<file path="src/rtl/unsigned_approx_div_pkg.sv">
// Shared types and helpers for the approximate unsigned sequential divider.
// Defaults match the 8x8 multiplier bank at approximation level 2.
package unsigned_approx_div_pkg;

   typedef enum logic [1:0] {
      IDLE = 2'd0,
      BUSY = 2'd1,
      DONE = 2'd2
   } div_state_t;

   localparam int DEF_W = 8;
   localparam int DEF_L = 2;

   // Quotient would not fit in W bits: high dividend half already reaches the divisor.
   function automatic logic ovf_check(input logic [31:0] hi, input logic [31:0] dvsr);
      return (dvsr != 32'd0) && (hi >= dvsr);
   endfunction

endpackage

</file>
<file path="src/rtl/unsigned_approx_divider_seq_step.sv">
// One combinational restoring-division step: shift in the next dividend bit,
// subtract the divisor when it fits, and report the quotient bit.
module approx_div_step #(
   parameter int W = 8
) (
   input  logic [W-1:0] r_in,
   input  logic         bit_in,
   input  logic [W-1:0] divisor,
   output logic [W-1:0] r_out,
   output logic         qbit
);

   logic [W:0] t_s;

   assign t_s  = {r_in, bit_in};
   assign qbit = (t_s >= {1'b0, divisor});
   // The difference is below the divisor, so the low W bits of a W-bit subtract are exact.
   assign r_out = qbit ? (t_s[W-1:0] - divisor) : t_s[W-1:0];

endmodule

</file>
<file path="src/rtl/unsigned_approx_divider_seq.sv">
// Iterative restoring divider inverting the approximate WxW multipliers; the low L
// dividend bits are dropped at accept to mirror the multipliers' truncation.
module unsigned_approx_divider_seq
   import unsigned_approx_div_pkg::*;
#(
   parameter int W = DEF_W,
   parameter int L = DEF_L
) (
   input  logic           clk,
   input  logic           rst_n,
   input  logic           in_valid,
   output logic           in_ready,
   input  logic [2*W-1:0] dividend,
   input  logic [W-1:0]   divisor,
   output logic           out_valid,
   input  logic           out_ready,
   output logic [W-1:0]   quotient,
   output logic [W-1:0]   remainder,
   output logic           div_zero,
   output logic           ovf
);

   localparam int               CW         = (W > 1) ? $clog2(W) : 1;
   localparam logic [CW-1:0]    LAST_STEP  = CW'(W - 1);
   localparam logic [2*W-1:0]   TRUNC_MASK = {(2*W){1'b1}} << L;

   div_state_t    state_r, state_n_s;
   logic [W-1:0]  r_r, low_r, q_r, div_r;
   logic [CW-1:0] cnt_r;
   logic [W-1:0]  quotient_r, remainder_r;
   logic          div_zero_r, ovf_r, out_valid_r;

   logic [2*W-1:0] dividend_t_s;
   logic           div_zero_s, ovf_s, qbit_s;
   logic [W-1:0]   r_next_s, q_next_s;

   assign dividend_t_s = dividend & TRUNC_MASK;
   assign div_zero_s   = (divisor == {W{1'b0}});
   assign ovf_s        = ovf_check(32'(dividend_t_s[2*W-1:W]), 32'(divisor));
   assign q_next_s     = {q_r[W-2:0], qbit_s};

   approx_div_step #(.W(W)) u_step (
      .r_in    (r_r),
      .bit_in  (low_r[W-1]),
      .divisor (div_r),
      .r_out   (r_next_s),
      .qbit    (qbit_s)
   );

   assign in_ready  = (state_r == IDLE);
   assign out_valid = out_valid_r;
   assign quotient  = quotient_r;
   assign remainder = remainder_r;
   assign div_zero  = div_zero_r;
   assign ovf       = ovf_r;

   // State register.
   always_ff @(posedge clk or negedge rst_n) begin
      if (!rst_n) begin
         state_r <= IDLE;
      end else begin
         state_r <= state_n_s;
      end
   end

   // Next-state logic; degenerate divisions skip BUSY and finish in one cycle.
   always_comb begin
      state_n_s = state_r;
      case (state_r)
         IDLE: begin
            if (in_valid) begin
               if (div_zero_s || ovf_s) begin
                  state_n_s = DONE;
               end else begin
                  state_n_s = BUSY;
               end
            end else begin
               state_n_s = IDLE;
            end
         end
         BUSY: begin
            if (cnt_r == LAST_STEP) begin
               state_n_s = DONE;
            end else begin
               state_n_s = BUSY;
            end
         end
         DONE: begin
            if (out_ready) begin
               state_n_s = IDLE;
            end else begin
               state_n_s = DONE;
            end
         end
         default: state_n_s = IDLE;
      endcase
   end

   // Operand capture, restoring iteration and registered results.
   always_ff @(posedge clk or negedge rst_n) begin
      if (!rst_n) begin
         r_r         <= {W{1'b0}};
         low_r       <= {W{1'b0}};
         q_r         <= {W{1'b0}};
         div_r       <= {W{1'b0}};
         cnt_r       <= {CW{1'b0}};
         quotient_r  <= {W{1'b0}};
         remainder_r <= {W{1'b0}};
         div_zero_r  <= 1'b0;
         ovf_r       <= 1'b0;
         out_valid_r <= 1'b0;
      end else begin
         case (state_r)
            IDLE: begin
               if (in_valid) begin
                  div_r <= divisor;
                  cnt_r <= {CW{1'b0}};
                  r_r   <= dividend_t_s[2*W-1:W];
                  low_r <= dividend_t_s[W-1:0];
                  q_r   <= {W{1'b0}};
                  if (div_zero_s) begin
                     quotient_r  <= {W{1'b1}};
                     remainder_r <= dividend_t_s[W-1:0];
                     div_zero_r  <= 1'b1;
                     ovf_r       <= 1'b0;
                     out_valid_r <= 1'b1;
                  end else if (ovf_s) begin
                     quotient_r  <= {W{1'b1}};
                     remainder_r <= {W{1'b0}};
                     div_zero_r  <= 1'b0;
                     ovf_r       <= 1'b1;
                     out_valid_r <= 1'b1;
                  end else begin
                     quotient_r  <= {W{1'b0}};
                     remainder_r <= {W{1'b0}};
                     div_zero_r  <= 1'b0;
                     ovf_r       <= 1'b0;
                     out_valid_r <= 1'b0;
                  end
               end
            end
            BUSY: begin
               r_r   <= r_next_s;
               low_r <= {low_r[W-2:0], 1'b0};
               q_r   <= q_next_s;
               cnt_r <= cnt_r + CW'(1);
               if (cnt_r == LAST_STEP) begin
                  quotient_r  <= q_next_s;
                  remainder_r <= r_next_s;
                  out_valid_r <= 1'b1;
               end
            end
            DONE: begin
               if (out_ready) begin
                  out_valid_r <= 1'b0;
               end
            end
            default: out_valid_r <= 1'b0;
         endcase
      end
   end

endmodule

</file>
<file path="config.mk">
export PLATFORM = sky130hd
export DESIGN_NAME = unsigned_approx_divider_seq
export DESIGN_NICKNAME = d
export VERILOG_FILES = /design/src/rtl/unsigned_approx_div_pkg.sv /design/src/rtl/unsigned_approx_divider_seq_step.sv /design/src/rtl/unsigned_approx_divider_seq.sv
export SDC_FILE = /design/constraint.sdc
export NUM_CORES = 1
export LEC_CHECK = 0
export CAP_MARGIN = 10
export CORE_MARGIN = 5
export CORE_UTILIZATION = 37
export DETAILED_ROUTE_END_ITERATION = 8
export PLACE_DENSITY = 0.72
export SETUP_SLACK_MARGIN = 0.5
export SKIP_LAST_GASP = 1
export SYNTH_ARGS = -nofsm -noshare
export SYNTH_HDL_FRONTEND = slang
export SYNTH_SLANG_ARGS = --single-unit
export TNS_END_PERCENT = 20
</file>
<file path="constraint.sdc">
create_clock -name clk -period 2.1 [get_ports clk]
set_input_delay 0.63 -clock clk [delete_from_list [all_inputs] [get_ports clk]]
set_output_delay 0.63 -clock clk [all_outputs]
set_load 0.05 [all_outputs]
</file>
# After elaboration in Yosys (flattened, before gate mapping)
# Cells that the tools add are included.
dict set report op_classes {
  addsub 2
  magnitude_cmp 2
  eq_ne 6
  mux 31
  reduce_logical 10
}
# cell count
set ops {}
lappend ops {{two-way mux 8 bit} 10}
lappend ops {{case mux 8 bit (2 select lines)} 4}
lappend ops {{case mux 7 bit (2 select lines)} 1}
lappend ops {{>= comparator 9 x 8 -> 1 bit} 1}
lappend ops {{>= comparator 8 bit} 1}
lappend ops {{zero test 8 bit} 1}
lappend ops {{two-way mux 2 bit} 4}
lappend ops {{nonzero test 8 bit} 1}
lappend ops {{subtractor 8 bit} 1}
lappend ops {{two-way mux 1 bit} 7}
lappend ops {{two-way mux 7 bit} 1}
lappend ops {{inequality test 2 bit (second input constant)} 3}
lappend ops {{case mux 2 bit (3 select lines)} 1}
lappend ops {{case mux 3 bit (2 select lines)} 1}
lappend ops {{AND reduction 3 bit} 2}
lappend ops {{AND reduction 2 bit} 2}
lappend ops {{adder 3 x 1 -> 3 bit (second input constant)} 1}
lappend ops {{== test 3 bit (second input constant)} 1}
lappend ops {{two-way mux 3 bit} 1}
lappend ops {{case mux 1 bit (3 select lines)} 1}
lappend ops {{== test 2 x 1 -> 1 bit (second input constant)} 1}
lappend ops {{== test 2 bit (second input constant)} 1}
lappend ops {{zero test 2 bit} 1}
lappend ops {{nonzero test 2 bit} 1}
lappend ops {{2 further kinds} 2}
dict set report word_totals {
  register_bits 55
  in_bits 28
  out_inout_bits 20
  wordCells 62
}

# Depth between registers and ports, before layout
dict set report depth {
  word_depth 6
  depth_mapped 10
  depth_no_buf 10
}

# Modules after synthesis
# Synthesis repeated with hierarchy kept, for this count alone.
dict set report unflattened {
  cells_unflattened 305
  area_unflattened_um2 2955.3
}
# mod n_inst cells_each area_per_inst_um2 seq_area_each_um2
set modules_own_cells {}
lappend modules_own_cells {unsigned_approx_divider_seq 1 240 2426.1 1326.3}
lappend modules_own_cells {approx_div_step 1 65 529.3 0.0}

# Worst setup path after synthesis
# OpenSTA, ideal clock, no wires.
dict set report synth_path {
  kind {input to register}
  from {input port dividend[8]}
  to {register quotient_r[0] (netlist: quotient[0])}
  setup_ps 127
  arrival_time_ps 2036
  required_time_ps 1973
  setup_slack_ps -63
  cell_stages 8
  path_buffers 0
  cell_sequence {inv_1 -> ha_1 -> nand2b_1 -> a211oi_1 -> o21bai_1 -> a211o_2 -> nor2_4 -> o21ai_2}
}
dict set report synth_between {
  elab_chain_len 6
}
# item line
set synth_lines {}
lappend synth_lines {{from (decl)} unsigned_approx_divider_seq.sv:13} ;# input logic [2*W-1:0] dividend,
lappend synth_lines {{>= comparator 8 bit} unsigned_approx_div_pkg.sv:16} ;# return (dvsr != 32'd0) && (hi >= dvsr);
lappend synth_lines {{logical AND 1 bit} unsigned_approx_div_pkg.sv:16}
lappend synth_lines {{two-way mux 8 bit} unsigned_approx_divider_seq.sv:127} ;# end else if (ovf_s) begin
lappend synth_lines {{two-way mux 8 bit} unsigned_approx_divider_seq.sv:121} ;# if (div_zero_s) begin
lappend synth_lines {{two-way mux 8 bit} unsigned_approx_divider_seq.sv:115} ;# if (in_valid) begin
lappend synth_lines {{case mux 8 bit (2 select lines)} unsigned_approx_divider_seq.sv:113} ;# case (state_r)
lappend synth_lines {{to (signal assigned)} unsigned_approx_divider_seq.sv:122} ;# quotient_r <= {W{1'b1}};
lappend synth_lines {{to (signal assigned)} unsigned_approx_divider_seq.sv:128} ;# quotient_r <= {W{1'b1}};
lappend synth_lines {{to (signal assigned)} unsigned_approx_divider_seq.sv:134} ;# quotient_r <= {W{1'b0}};
lappend synth_lines {{to (decl)} unsigned_approx_divider_seq.sv:30} ;# logic [W-1:0] quotient_r, remainder_r;
# Every way passes these cells. The select of a mux whose other input is x is not followed.
# A chain may end at the register's enable or synchronous reset.

# Worst setup path in the final report
dict set report layout_path {
  from {register low_r[7]}
  to {register remainder_r[6] (netlist: remainder[6])}
}
dict set report layout_between {
  elab_chain_len 4
  word_cells_on_any_way 5
  cone_classes {add/sub (1); order compare (1); mux (3)}
}
# item line
set layout_lines {}
lappend layout_lines {{from (decl)} unsigned_approx_divider_seq.sv:28} ;# logic [W-1:0] r_r, low_r, q_r, div_r;
lappend layout_lines {{from (signal assigned)} unsigned_approx_divider_seq.sv:103} ;# low_r <= {W{1'b0}};
lappend layout_lines {{from (signal assigned)} unsigned_approx_divider_seq.sv:119} ;# low_r <= dividend_t_s[W-1:0];
lappend layout_lines {{from (signal assigned)} unsigned_approx_divider_seq.sv:144} ;# low_r <= {low_r[W-2:0], 1'b0};
lappend layout_lines {{subtractor 8 bit or >= comparator 9 x 8 -> 1 bit (tied branches)} {unsigned_approx_divider_seq_step.sv:18, unsigned_approx_divider_seq_step.sv:16}}
lappend layout_lines {{two-way mux 8 bit (*)} unsigned_approx_divider_seq_step.sv:18} ;# assign r_out = qbit ? (t_s[W-1:0] - divisor) : t_s[W-1:0];
lappend layout_lines {{two-way mux 8 bit (*)} unsigned_approx_divider_seq.sv:147} ;# if (cnt_r == LAST_STEP) begin
lappend layout_lines {{case mux 8 bit (2 select lines) (*)} unsigned_approx_divider_seq.sv:113}
lappend layout_lines {{to (signal assigned)} unsigned_approx_divider_seq.sv:108} ;# remainder_r <= {W{1'b0}};
lappend layout_lines {{to (signal assigned)} unsigned_approx_divider_seq.sv:123} ;# remainder_r <= dividend_t_s[W-1:0];
lappend layout_lines {{to (signal assigned)} unsigned_approx_divider_seq.sv:149} ;# remainder_r <= r_next_s;
lappend layout_lines {{to (decl)} unsigned_approx_divider_seq.sv:30}
# Every way passes the cells marked *; elsewhere a longest branch is shown, timed or not. The select of a mux whose other input is x is not followed.

==> metrics.md <==
| Metric | Value |
|---|---|
| CTS Buf Count | `5` |
| Data arrival, critical path | `2.46 ns` |
| CP max stage delay | `~0.42 ns` |
| FILL cells | `roughly 710` |
| Sw Pwr | `0.00367 W` |
| Antenna violations before repair | `0` |
| Top delay family on crit path | `simple AND/OR/NAND/NOR gates` |
| Hold Crit Class | `input pin to asynchronous set/reset pin` |
| YS warnings | `0` |
| Final antenna-violating net count | `0` |
| Tcrit/Tclk final | `106%` |
| 1st-pass router iterations | `4` |
| Detailed placement HPWL | `just under 6000 microns` |
| Yosys reg bits | `53` |
| Seq/Total Area, Yosys | `44.9%` |
| Clock sink count | `53` |
| Worst Slack Setup Final | `-0.125 ns` |
| Int Pwr | `just under 0.004 W` |
| Final Routed Wirelength | `between 8000 and 9000 microns` |
| Core area | `0.00777 sq mm` |
| Period minus WS final | `2.22 ns` |
| Via count | `2646` |
| CP max stage cell | `dfrtp_1` |
| CP Capture Type | `register` |
| CP Depth | `10` |
| Slew Limit Fails | `0` |
| Reg2reg start | `low_r[7]$_DFFE_PN0P_` |
| R2R depth | `10` |
| Critical setup path kind | `register to register` |
| Top Ports | `48` |
| Cells along the critical path | `inv_2 -> ha_4 -> inv_2 -> fa_2 -> and3_4 -> o21a_1 -> or4_1 -> nand3_2 -> mux2i_4 -> a31oi_1` |
| CTS tree | `done` |
| Power share of the clock group | `8.2%` |
| Seq pwr share | `approximately 25%` |
| Nets | `453` |
| Root Buffer | `clkbuf_8` |
| Vias in the first global route | `between 2000 and 3000` |
| Htree depth | `2` |
| Syn_nets | `365` |
| Chip height | `99.3 microns` |
| Fmax | `449 MHz` |
| Pwr Total | `between 0.007 and 0.008 W` |
| CP bufs+invs | `2` |
| Routed wire per std cell | `15.9 microns` |
| Worst slack at placement | `-0.602 ns` |
| CP endpoint | `remainder[6]$_DFFE_PN0P_` |
| Critical Path RT | `between 2 and 2.5 ns` |
| Highest-count cells in the layout ignoring fill and taps | `buf_4, dfrtp_1, nand2_1` |
| Congestion Overflow GR | `0` |
| Placed Area | `0.00383 sq mm` |
| VDD IR max | `0.000585 V` |
| Hold Fails Final Rpt | `0` |
| Max_slew headroom | `62.4%` |
| Final Cell Area | `between 0.004 and 0.005 sq mm` |
| I/O Buffers | `45` |
| Max-cap violations | `0` |
| Setup Viol. Count Final | `2` |
| Setup TNS | `-0.214 ns` |
| Switching share of power | `48.2%` |
| Mapped Area | `approximately 0.003 sq mm` |
| RSZ-0062 raised after global routing | `yes` |
| Inserted Diodes | `0` |
| Max clock buf depth | `2` |
| Count of different cell masters after synthesis | `48` |
| Most used cell, CP | `inv_2` |
| Fraction of layout cells with a size suffix above 1 | `about 37%` |
| Failing checks | `negative setup slack` |
| Post-CTS Hold Buffers | `0` |
| # DRC | `0` |
| Worst Setup SP | `low_r[7]$_DFFE_PN0P_` |
| Peak fanout along the critical path | `3` |
| Starting DRT DRC Count | `181` |
| Area Growth Syn to Fin | `42.1%` |
| Power share of the combinational group | `66.8%` |
| Die area | `a little under 0.01 sq mm` |
| Status | `finished with violations` |
| Final Skew | `0.00372 ns` |
| Routability cong. | `0.842` |
| Global Route Usage Sum | `roughly 17%` |
| Avg Cell Area, Syn | `9.29 sq um` |
| Starting density of the core | `38.0%` |
| Commonest non-fill, non-tap cell in the layout | `buf_4` |
| P per Cell Area | `about 1800 mW/mm^2` |
| Global-route wire length before repair | `13400 microns` |
| Flop-to-flop setup slack | `-0.12 ns` |
| Vias per inst | `5.20` |
| End of the worst register-to-register path | `remainder[6]$_DFFE_PN0P_` |
| Clock-pin slew on the worst setup and hold paths | `0.11 ns` |
| Lkg Pwr | `roughly 1.9 nW` |
| Largest net degree at the start of global routing | `37` |
| Startpoint types | `register` |
| Chip width | `99.3 microns` |
| Post-Syn Instances | `318` |
| Worst skew pair latency | `0.31 ns` |
| Row count | `32` |
| Slew @ Worst Pin | `0.564 ns` |
==> worst reg2reg max path, stage by stage, from the launching register on <==
cell and delay, ns:
dfrtp_1 0.42, inv_2 0.08, ha_4 0.13, inv_2 0.04, fa_2 0.36, and3_4 0.16, o21a_1 0.20, or4_1 0.42
nand3_2 0.11, mux2i_4 0.08, a31oi_1 0.16
==> flip-flops by register name (all words and copies together) (netlist names), 2 cells and up <==
name / cells
state_r: 2
cnt_r: 3
quotient: 8
r_r: 8
remainder: 8
div_r: 8
low_r: 6
q_r: 7
==> routing by layer <==
layer | global-route usage [%] | part of all wire [%] | up-vias
met2 | 25.7 | 47 | 64
met5 | 0 | 0 | -
li1 | - | - | 1305
met1 | 24.4 | 48 | 1269
met3 | 2.59 | 4.0 | 8
met4 | 3.68 | 1.0 | 0
==> synthesized netlist by cell type, drive strengths merged <==
| master | n | area share [%] |
|---|---|---|
| dfrtp | 53 | 45 |
| nand2 | 38 | 4.9 |
| o21ai | 36 | 7.1 |
| a21oi | 30 | 5.1 |
| nor2 | 29 | 4.3 |
| inv | 22 | 2.8 |
| ha | 18 | 7.6 |
| a31oi | 12 | 2.5 |
| a22o | 8 | 2.4 |
| clkbuf | 8 | 1.0 |
| mux2i | 6 | 2.0 |
| nand2b | 6 | 1.3 |
| buf | 5 | 1.2 |
| mux2 | 5 | 1.9 |
| nor3 | 5 | 0.85 |
| o22ai | 4 | 0.85 |
| a21o | 3 | 0.80 |
| or4 | 3 | 0.76 |
| and3 | 2 | 0.51 |
| nand3 | 2 | 0.34 |
| o2111ai | 2 | 0.59 |
| o211ai | 2 | 0.51 |
| o21a | 2 | 0.51 |
| or2 | 2 | 0.42 |
| a211o | 1 | 0.34 |
| a211oi | 1 | 0.25 |
| a32o | 1 | 0.34 |
| a41oi | 1 | 0.30 |
| and2 | 1 | 0.21 |
| and4 | 1 | 0.30 |
| fa | 1 | 0.68 |
| nand3b | 1 | 0.25 |
| nor2b | 1 | 0.21 |
| o21ba | 1 | 0.34 |
| o21bai | 1 | 0.25 |
| o221ai | 1 | 0.51 |
| o31ai | 1 | 0.25 |
| or3 | 1 | 0.21 |
| xor2 | 1 | 0.30 |
==> power groups by stage <==
| stage | combinational [W] | clock, W | sequential [W] |
|---|---|---|---|
| after global placement | 0.00414 | 0 | 0.00186 |
| final | 0.00508 | 0.000626 | 0.00189 |
| after CTS | 0.00452 | 0.000628 | 0.00188 |
| after floorplan | 0.00247 | 0 | 0.00227 |
| after global routing | 0.00551 | 0.000677 | 0.00196 |
| after detailed placement | 0.00426 | 0 | 0.00189 |
==> worst min path at each step <==
stage	from	endpoint	slack, ns
after floorplan	rst_n	cnt_r[0]$_DFFE_PN0P_	0.33
after global placement	quotient[4]$_DFFE_PN0P_	quotient[4]$_DFFE_PN0P_	0.46
after detailed placement	quotient[6]$_DFFE_PN0P_	quotient[6]$_DFFE_PN0P_	0.47
after CTS	rst_n	quotient[2]$_DFFE_PN0P_	0.26
after global routing	rst_n	quotient[2]$_DFFE_PN0P_	0.27
final	rst_n	quotient[2]$_DFFE_PN0P_	0.24
==> area by class of cell <==
| cell class | instances | area, sq um | area share (%) |
|---|---|---|---|
| Multi-Input combinational cell | 231 | 1740 | 41.5 |
| Inverter | 22 | 92.6 | 2.21 |
| Tap cell | 102 | 128 | 3.04 |
| Clock inverter | 3 | 25.0 | 0.596 |
| Timing Repair Buffer | 93 | 811 | 19.3 |
| Sequential cell | 53 | 1330 | 31.6 |
| Clock buffer | 5 | 68.8 | 1.64 |
==> stage by stage <==
stage | utilization [%] | std cells | hold slack, ns
6_report | 54.0 | 509 | 0.242
3_5_place_dp | 49.4 | 493 | 0.471
3_3_place_gp | 49.4 | 493 | 0.464
4_1_cts | 52.6 | 509 | 0.259
2_1_floorplan | - | 318 | 0.334
5_1_grt | 54.0 | 509 | 0.270
==> cell families (layout without fill, tap and decap cells) <==
kind of cell | count (synthesis) | after routing | synth area share (%)
compound gates | 107 | 107 | 23.0
xor+xnor | 1 | 1 | 0.297
fa+ha+maj | 19 | 19 | 8.31
buf+inv | 35 | 123 | 5.04
flops | 53 | 53 | 44.9
mux | 11 | 11 | 3.94
simple gates | 92 | 93 | 14.5
==> what timing repair did <==
action                     4_1_cts  5_1_grt
setup buffers                    7        0
setup endpoints to repair       54       55
gates resized for setup         59       26
pin swaps                       18        5
cloned                           1        0
No activity file was read; power rests on OpenSTA's default activity.
